<file path="src/rtl/pc_seq_pkg.sv">
// pc_seq_pkg
// Shared types for the fetch sequencer slice.
//   - pc_seq_state_e : sequencer FSM states (RESET, FETCH, HOLD, DRAIN).
//     The encodings come from plain localparam constants so that older
//     code which compares raw state bits can keep doing so.
//   - pc_seq_redir_e : which redirect source, if any, owns pc_next this cycle.
//   - redir_select() : resolves simultaneous redirect requests. An exception
//     always beats a branch.
package pc_seq_pkg;

  localparam logic [1:0] ST_RESET = 2'd0;
  localparam logic [1:0] ST_FETCH = 2'd1;
  localparam logic [1:0] ST_HOLD  = 2'd2;
  localparam logic [1:0] ST_DRAIN = 2'd3;

  typedef enum logic [1:0] {
    RESET = ST_RESET,
    FETCH = ST_FETCH,
    HOLD  = ST_HOLD,
    DRAIN = ST_DRAIN
  } pc_seq_state_e;

  typedef enum logic [1:0] {
    REDIR_NONE = 2'd0,
    REDIR_BR   = 2'd1,
    REDIR_EXC  = 2'd2
  } pc_seq_redir_e;

  // An exception outranks a branch that arrives in the same cycle.
  function automatic pc_seq_redir_e redir_select(input logic br, input logic exc);
    if (exc) begin
      return REDIR_EXC;
    end
    if (br) begin
      return REDIR_BR;
    end
    return REDIR_NONE;
  endfunction

endpackage

</file>
<file path="src/rtl/pc_hold_buf.sv">
// pc_hold_buf
// One-entry buffer for an instruction word and its address. It keeps a
// fetched instruction while decode is stalling, so that imem can be released.
// Ports:
//   clk, rst         clock; asynchronous active-high reset (clears the entry)
//   load             capture load_instr/load_pc on the next clock edge
//   clear            drop the entry (clear takes priority over load)
//   load_instr       instruction word to capture
//   load_pc          address of that instruction
//   instr, pc        stored entry
module pc_hold_buf
  import pc_seq_pkg::*;
#(
  parameter int unsigned PC_WIDTH    = 8,
  parameter int unsigned INSTR_WIDTH = 32
) (
  input  logic                   clk,
  input  logic                   rst,
  input  logic                   load,
  input  logic                   clear,
  input  logic [INSTR_WIDTH-1:0] load_instr,
  input  logic [PC_WIDTH-1:0]    load_pc,
  output logic [INSTR_WIDTH-1:0] instr,
  output logic [PC_WIDTH-1:0]    pc
);

  // The entry has no valid bit of its own. The sequencer's HOLD state
  // records whether the contents are live.
  always_ff @(posedge clk or posedge rst) begin
    if (rst) begin
      instr <= '0;
      pc    <= '0;
    end else if (clear) begin
      instr <= '0;
      pc    <= '0;
    end else if (load) begin
      instr <= load_instr;
      pc    <= load_pc;
    end
  end

endmodule

</file>
<file path="src/rtl/pc_sequencer.sv">
// pc_sequencer
// Fetch sequencer placed between the pc register, instruction memory and decode.
// It computes pc_next for the pc register and owns the imem req/ack handshake.
// It hands fetched words to decode over valid/ready, and uses a one-entry hold
// buffer when decode stalls. Branch and exception redirects are applied here,
// and any fetch still in flight to a stale address is discarded.
// Ports:
//   clk, rst                 clock; asynchronous active-high reset
//   pc / pc_next             pc register output / input
//   imem_req, imem_addr      fetch request; the address is stable until the ack
//   imem_ack, imem_rdata     single-cycle completion pulse with its data
//   instr_valid/instr_ready  decode handshake
//   instr, instr_pc          delivered word and its address
//   br_valid, br_target      branch/jump redirect
//   exc_valid                exception redirect to EXC_VECTOR
module pc_sequencer
  import pc_seq_pkg::*;
#(
  parameter int unsigned          PC_WIDTH     = 8,
  parameter int unsigned          INSTR_WIDTH  = 32,
  parameter int unsigned          PC_INC       = 4,
  parameter logic [PC_WIDTH-1:0]  RESET_VECTOR = '0,
  parameter logic [PC_WIDTH-1:0]  EXC_VECTOR   = PC_WIDTH'('h80)
) (
  input  logic                   clk,
  input  logic                   rst,
  input  logic [PC_WIDTH-1:0]    pc,
  output logic [PC_WIDTH-1:0]    pc_next,
  output logic                   imem_req,
  output logic [PC_WIDTH-1:0]    imem_addr,
  input  logic                   imem_ack,
  input  logic [INSTR_WIDTH-1:0] imem_rdata,
  output logic                   instr_valid,
  input  logic                   instr_ready,
  output logic [INSTR_WIDTH-1:0] instr,
  output logic [PC_WIDTH-1:0]    instr_pc,
  input  logic                   br_valid,
  input  logic [PC_WIDTH-1:0]    br_target,
  input  logic                   exc_valid
);

  pc_seq_state_e          state;
  pc_seq_state_e          state_nxt;
  pc_seq_redir_e          redir_sel;
  logic                   redirect;
  logic [PC_WIDTH-1:0]    redir_target;
  logic [PC_WIDTH-1:0]    inc_pc;
  logic [PC_WIDTH-1:0]    addr_q;
  logic                   buf_load;
  logic                   buf_clear;
  logic [INSTR_WIDTH-1:0] buf_instr;
  logic [PC_WIDTH-1:0]    buf_pc;

  // Redirect resolution and the sequential increment. Redirects that arrive
  // while the FSM is still in RESET are ignored. The increment wraps naturally
  // at PC_WIDTH bits.
  always_comb begin
    redir_sel    = redir_select(br_valid, exc_valid);
    redirect     = (state != RESET) && (redir_sel != REDIR_NONE);
    redir_target = (redir_sel == REDIR_EXC) ? EXC_VECTOR : br_target;
    inc_pc       = pc + PC_WIDTH'(PC_INC);
  end

  // Next-pc mux, imem handshake and the decode interface.
  // In FETCH, an ack is forwarded to decode in the same cycle, so a 0-wait
  // memory sustains one instruction per cycle. A stall parks the word in the
  // hold buffer. A redirect with no ack pending leaves a request outstanding
  // to the old address. DRAIN keeps that request stable on addr_q until its
  // ack arrives, and then discards the returned data.
  always_comb begin
    state_nxt   = state;
    pc_next     = pc;
    imem_req    = 1'b0;
    imem_addr   = pc;
    instr_valid = 1'b0;
    instr       = buf_instr;
    instr_pc    = buf_pc;
    buf_load    = 1'b0;
    buf_clear   = 1'b0;

    case (state)
      RESET: begin
        state_nxt = FETCH;
      end

      FETCH: begin
        imem_req = 1'b1;
        if (imem_ack) begin
          instr    = imem_rdata;
          instr_pc = pc;
          if (redirect) begin
            pc_next = redir_target;
          end else begin
            instr_valid = 1'b1;
            if (instr_ready) begin
              pc_next = inc_pc;
            end else begin
              buf_load  = 1'b1;
              state_nxt = HOLD;
            end
          end
        end else if (redirect) begin
          pc_next   = redir_target;
          state_nxt = DRAIN;
        end
      end

      HOLD: begin
        if (redirect) begin
          pc_next   = redir_target;
          buf_clear = 1'b1;
          state_nxt = FETCH;
        end else begin
          instr_valid = 1'b1;
          if (instr_ready) begin
            pc_next   = inc_pc;
            state_nxt = FETCH;
          end
        end
      end

      DRAIN: begin
        imem_req  = 1'b1;
        imem_addr = addr_q;
        if (redirect) begin
          pc_next = redir_target;
        end
        if (imem_ack) begin
          state_nxt = FETCH;
        end
      end

      default: begin
        state_nxt = RESET;
      end
    endcase

    // While reset is held, the pc register must be steered to the reset vector.
    if (rst) begin
      pc_next = RESET_VECTOR;
    end
  end

  // State register. addr_q tracks the address being requested in FETCH.
  // If a redirect sends the FSM to DRAIN, addr_q still holds the stale
  // address that imem is working on.
  always_ff @(posedge clk or posedge rst) begin
    if (rst) begin
      state  <= RESET;
      addr_q <= '0;
    end else begin
      state <= state_nxt;
      if (state == FETCH) begin
        addr_q <= pc;
      end
    end
  end

  pc_hold_buf #(
    .PC_WIDTH    (PC_WIDTH),
    .INSTR_WIDTH (INSTR_WIDTH)
  ) u_hold_buf (
    .clk        (clk),
    .rst        (rst),
    .load       (buf_load),
    .clear      (buf_clear),
    .load_instr (imem_rdata),
    .load_pc    (pc),
    .instr      (buf_instr),
    .pc         (buf_pc)
  );

endmodule

</file>
<file path="config.mk">
export PLATFORM = sky130hd
export DESIGN_NAME = pc_sequencer
export DESIGN_NICKNAME = d
export VERILOG_FILES = /design/src/rtl/pc_seq_pkg.sv /design/src/rtl/pc_hold_buf.sv /design/src/rtl/pc_sequencer.sv
export SDC_FILE = /design/constraint.sdc
export NUM_CORES = 1
export LEC_CHECK = 0
export ABC_CLOCK_PERIOD_IN_PS = 9180
export BUFFER_PORTS_ARGS = -buffer_cell sky130_fd_sc_hd__buf_2
export CAP_MARGIN = 0
export CELL_PAD_IN_SITES_DETAIL_PLACEMENT = 0
export CELL_PAD_IN_SITES_GLOBAL_PLACEMENT = 1
export CORE_MARGIN = 2
export CORE_UTILIZATION = 38
export CTS_CLUSTER_SIZE = 20
export DETAILED_ROUTE_END_ITERATION = 6
export GPL_TIMING_DRIVEN = 0
export HOLD_SLACK_MARGIN = 0.05
export PLACE_DENSITY_LB_ADDON = 0.3
export SLEW_MARGIN = 20
export SYNTH_ARGS = -nofsm -noshare
export SYNTH_HDL_FRONTEND = slang
export SYNTH_SLANG_ARGS = --single-unit
</file>
<file path="constraint.sdc">
create_clock -name clk -period 9.18 [get_ports clk]
set_clock_uncertainty 0.1 [all_clocks]
set_input_delay 1.836 -clock clk [delete_from_list [all_inputs] [get_ports clk]]
set_output_delay 1.836 -clock clk [all_outputs]
set_load 0.03 [all_outputs]
</file>
==> results.rst <==
.. list-table::
   :header-rows: 1

   * - Metric
     - Value
   * - Via count of the first global-routing pass
     - 2371
   * - Required time worst endpoint
     - 7240 ps
   * - Portion of netlist area occupied by mux cells
     - 21.9%
   * - # resized after CTS
     - 0
   * - Critical setup path kind
     - in -> out
   * - Global-route wire length before repair
     - 11500 um
   * - Cell area after placement
     - 3560 um2
   * - Most used flip-flop cell after synthesis
     - dfrtp_1
   * - Combined buffer and inverter count along the critical path
     - 3
   * - Starting utilization of the core area
     - 39.4%
   * - Max transition margin
     - 60.0%
   * - Reg clk slew, reported paths
     - 80 ps
   * - Distinct cell type count of the synthesized netlist
     - 40
   * - Startpoint type of the worst setup path
     - primary input
   * - Uppermost metal layer occupied by signal nets
     - met4
   * - MaxCap Viol Count
     - 0
   * - Setup repair after global routing missed its margin
     - no
   * - Summed area of non-filler cells in the final layout
     - 3660 um2
   * - Global-route usage over all layers
     - 17.2%
   * - Least setup slack across all paths after layout
     - 4040 ps
   * - Worst vdd ir
     - 0.145 mV
   * - Post-synthesis adder-cell area fraction
     - 2.61%
   * - Asr flop ratio synth
     - 100%
   * - Shortest clock period the worst path allows after layout
     - 5140 ps
   * - GP Congestion
     - 0.841
   * - Pre-antenna DRT Iters
     - 4
   * - Clock tree from TritonCTS
     - built
   * - Per-cell routed wire length
     - 15.1 um
   * - Most used cell along the critical path
     - buf_2
   * - Capturing element type of the critical path
     - primary output
   * - Met2 WL
     - 3150 um
   * - Die Area
     - 8280 um2
   * - Highest achievable clock rate
     - 194 MHz
   * - Final setup viols
     - 0
   * - Commonest cells in the synthesized netlist
     - mux2_2, dfrtp_1, a22o_1, a21oi_1, buf_2
   * - Power per standard cell area
     - 339 nW/um2
   * - Most instantiated library cell after synthesis
     - mux2_2
   * - DR iter-0 viols
     - 86
   * - Antenna cells
     - 0
   * - Wirelength, routed
     - 7050 um
   * - Layout cells sized above 1
     - 52.7%
   * - Critical path's slowest cell
     - inv_2
   * - DRC
     - 0
   * - Clock latency of the later-clocked register in the worst-skew pair
     - 290 ps
   * - Count of hold-fix buffers inserted at cts
     - 0
   * - Total number of vias
     - 2417
   * - Number of buffers inserted during clock tree synthesis
     - 5
   * - Ranking of synthesized cells by area
     - dfrtp_1, mux2_2, a22o_1, ha_1, a21oi_1
   * - Maximum level of the CTS H-tree
     - 2
   * - Synth Cell Area
     - 2880 um2
   * - Transition time at the pin with the least slew margin
     - 600 ps
   * - Post-Syn Area per Cell
     - 11.5 um2
   * - Dpl hpwl
     - 5280 um
   * - Count of boundary I/O pins
     - 112
   * - Post-Synth Simple-Gate Area
     - 5.48%
   * - Class of the tightest hold or removal check
     - reg -> reg
   * - Gate count after technology mapping
     - 250
   * - Horizontal die dimension
     - 91.0 um
   * - Port Buffers
     - 109
   * - Clk sink count
     - 50
   * - Area growth from synthesis to layout
     - 27.3%
   * - Post-synthesis cell type with the largest combined area
     - dfrtp_1
   * - Via density per instance
     - 5.18
   * - Post-CTS setup buffer count
     - 0
   * - Crit-path leading delay family
     - buffers and inverters
   * - Maximum root-to-sink buffer count
     - 2
   * - Compound-Gate Fraction of Synth Area
     - 21.7%
   * - Final Hold Viols
     - 0
   * - Combinational family with the most area after synthesis
     - multiplexers
   * - CP Data Arrival Time
     - 3210 ps
   * - Root Buffer
     - clkbuf_8
   * - Proportion of netlist area held by the largest area contributor
     - 43.5%
   * - Number of flops mapped to enable cells by yosys
     - 0
   * - Leakage power
     - 0.00186 uW
   * - Sum of negative setup slack
     - 0 ps
   * - Fin crit share
     - 56.0%
   * - Die Height
     - 91.0 um
   * - Met1 Wirelength
     - 3430 um
   * - Fillcell total
     - 720
   * - Flops & latches, synth
     - 50
   * - Slowest Stage Delay on Critical Path
     - 430 ps
   * - Maximum number of pins on one net before global-route repair
     - 27
   * - Xor and xnor fraction of the mapped netlist area
     - 0%
   * - Outcome
     - complete, no violations
   * - Syn Nets
     - 310
   * - Warnings, synthesis
     - 0
   * - Setup WS pre-CTS
     - 3980 ps
   * - Remaining global-route overflow
     - 0
   * - Number of pins exceeding their max-slew limit in the final report
     - 0
   * - Floorplan row count
     - 31
   * - Count of nets after finishing
     - 427
   * - CP cell instances
     - buf_2 -> inv_2 -> o21ai_1 -> a21oi_1 -> o311a_1 -> buf_2
   * - Core Area
     - 7290 um2
   * - Wire length on met3
     - 433 um
   * - Number of antenna violations at the first check in global routing
     - 0
   * - Critical-path maximum fanout
     - 26
   * - Portion of the post-synthesis area used by sequential elements
     - 43.5%
   * - Antenna-violating nets left
     - 0
[flip-flops by register name (all words and copies together), names as in the netlist]
register / cells
addr_q: 8
state: 2
u_hold_buf.instr: 32
u_hold_buf.pc: 8
[per-layer routing]
metal  global-route usage, %  vias to the layer above
li1                        -                     1191
met1                    24.1                     1150
met2                    27.3                       71
met3                    4.15                        5
met4                    3.41                        0
met5                       0                        -
[stage by stage]
stage,total power (uW),utilization [%],hold WS [ps],instances
after floorplan,930,-,360,250
after global placement,1110,48.6,378,458
after detailed placement,1120,48.9,376,459
after CTS,1250,50.2,405,467
after global routing,1320,50.2,415,467
final,1240,50.2,399,467
[cell families after synthesis]
logic type | count (synthesis)
compound gates | 81
mux | 56
flops | 50
buf+inv | 29
simple gates | 28
fa+ha+maj | 6
[placed cells by master (no fill, tap or decap), drive strengths merged, types with 2 or more instances in the layout]
cell type,n
nor3,5
o21bai,2
nor2,2
a21oi,11
a22o,40
o311ai,2
a31oi,2
dfrtp,50
nand2,8
a211oi,3
nand3,2
clkbuf,10
ha,6
o21ai,9
buf,125
nand3b,2
o41ai,2
nand2b,2
mux2,56
inv,10
[path summary, 6_finish.rpt]
check | from | to | slack, ps | depth (start not counted)
hold / removal | u_hold_buf.instr[4]$_DFFE_PP0P_ | u_hold_buf.instr[4]$_DFFE_PP0P_ | 400 | 1
max in group asynchronous | rst | u_hold_buf.pc[2]$_DFFE_PP0P_ | 6910 | 3
setup / recovery | rst | pc_next[3] | 4040 | 6
min in group asynchronous | rst | addr_q[3]$_DFFE_PP0P_ | 1540 | 2
setup reg to reg | state[1]$_DFFE_PP0P_ | u_hold_buf.instr[6]$_DFFE_PP0P_ | 7100 | 7
hold reg to reg | u_hold_buf.instr[4]$_DFFE_PP0P_ | u_hold_buf.instr[4]$_DFFE_PP0P_ | 400 | 1
[area by class of cell]
class	instances	area, um2	share of cell area, %
clock buffers	6	82.6	2.26
inverters	10	37.5	1.03
flip-flops and latches	50	1250	34.2
well taps	99	124	3.38
clock inverters	2	12.5	0.342
plain buffers	19	100	2.74
repair buffers	110	566	15.5
multi-input cells	171	1490	40.6
[where the power goes]
group	switching [uW]	internal [uW]
registers	48.3	315
logic	448	299
clock network	69.3	60.6
total	566	675
No activity file was read; power rests on OpenSTA's default activity.
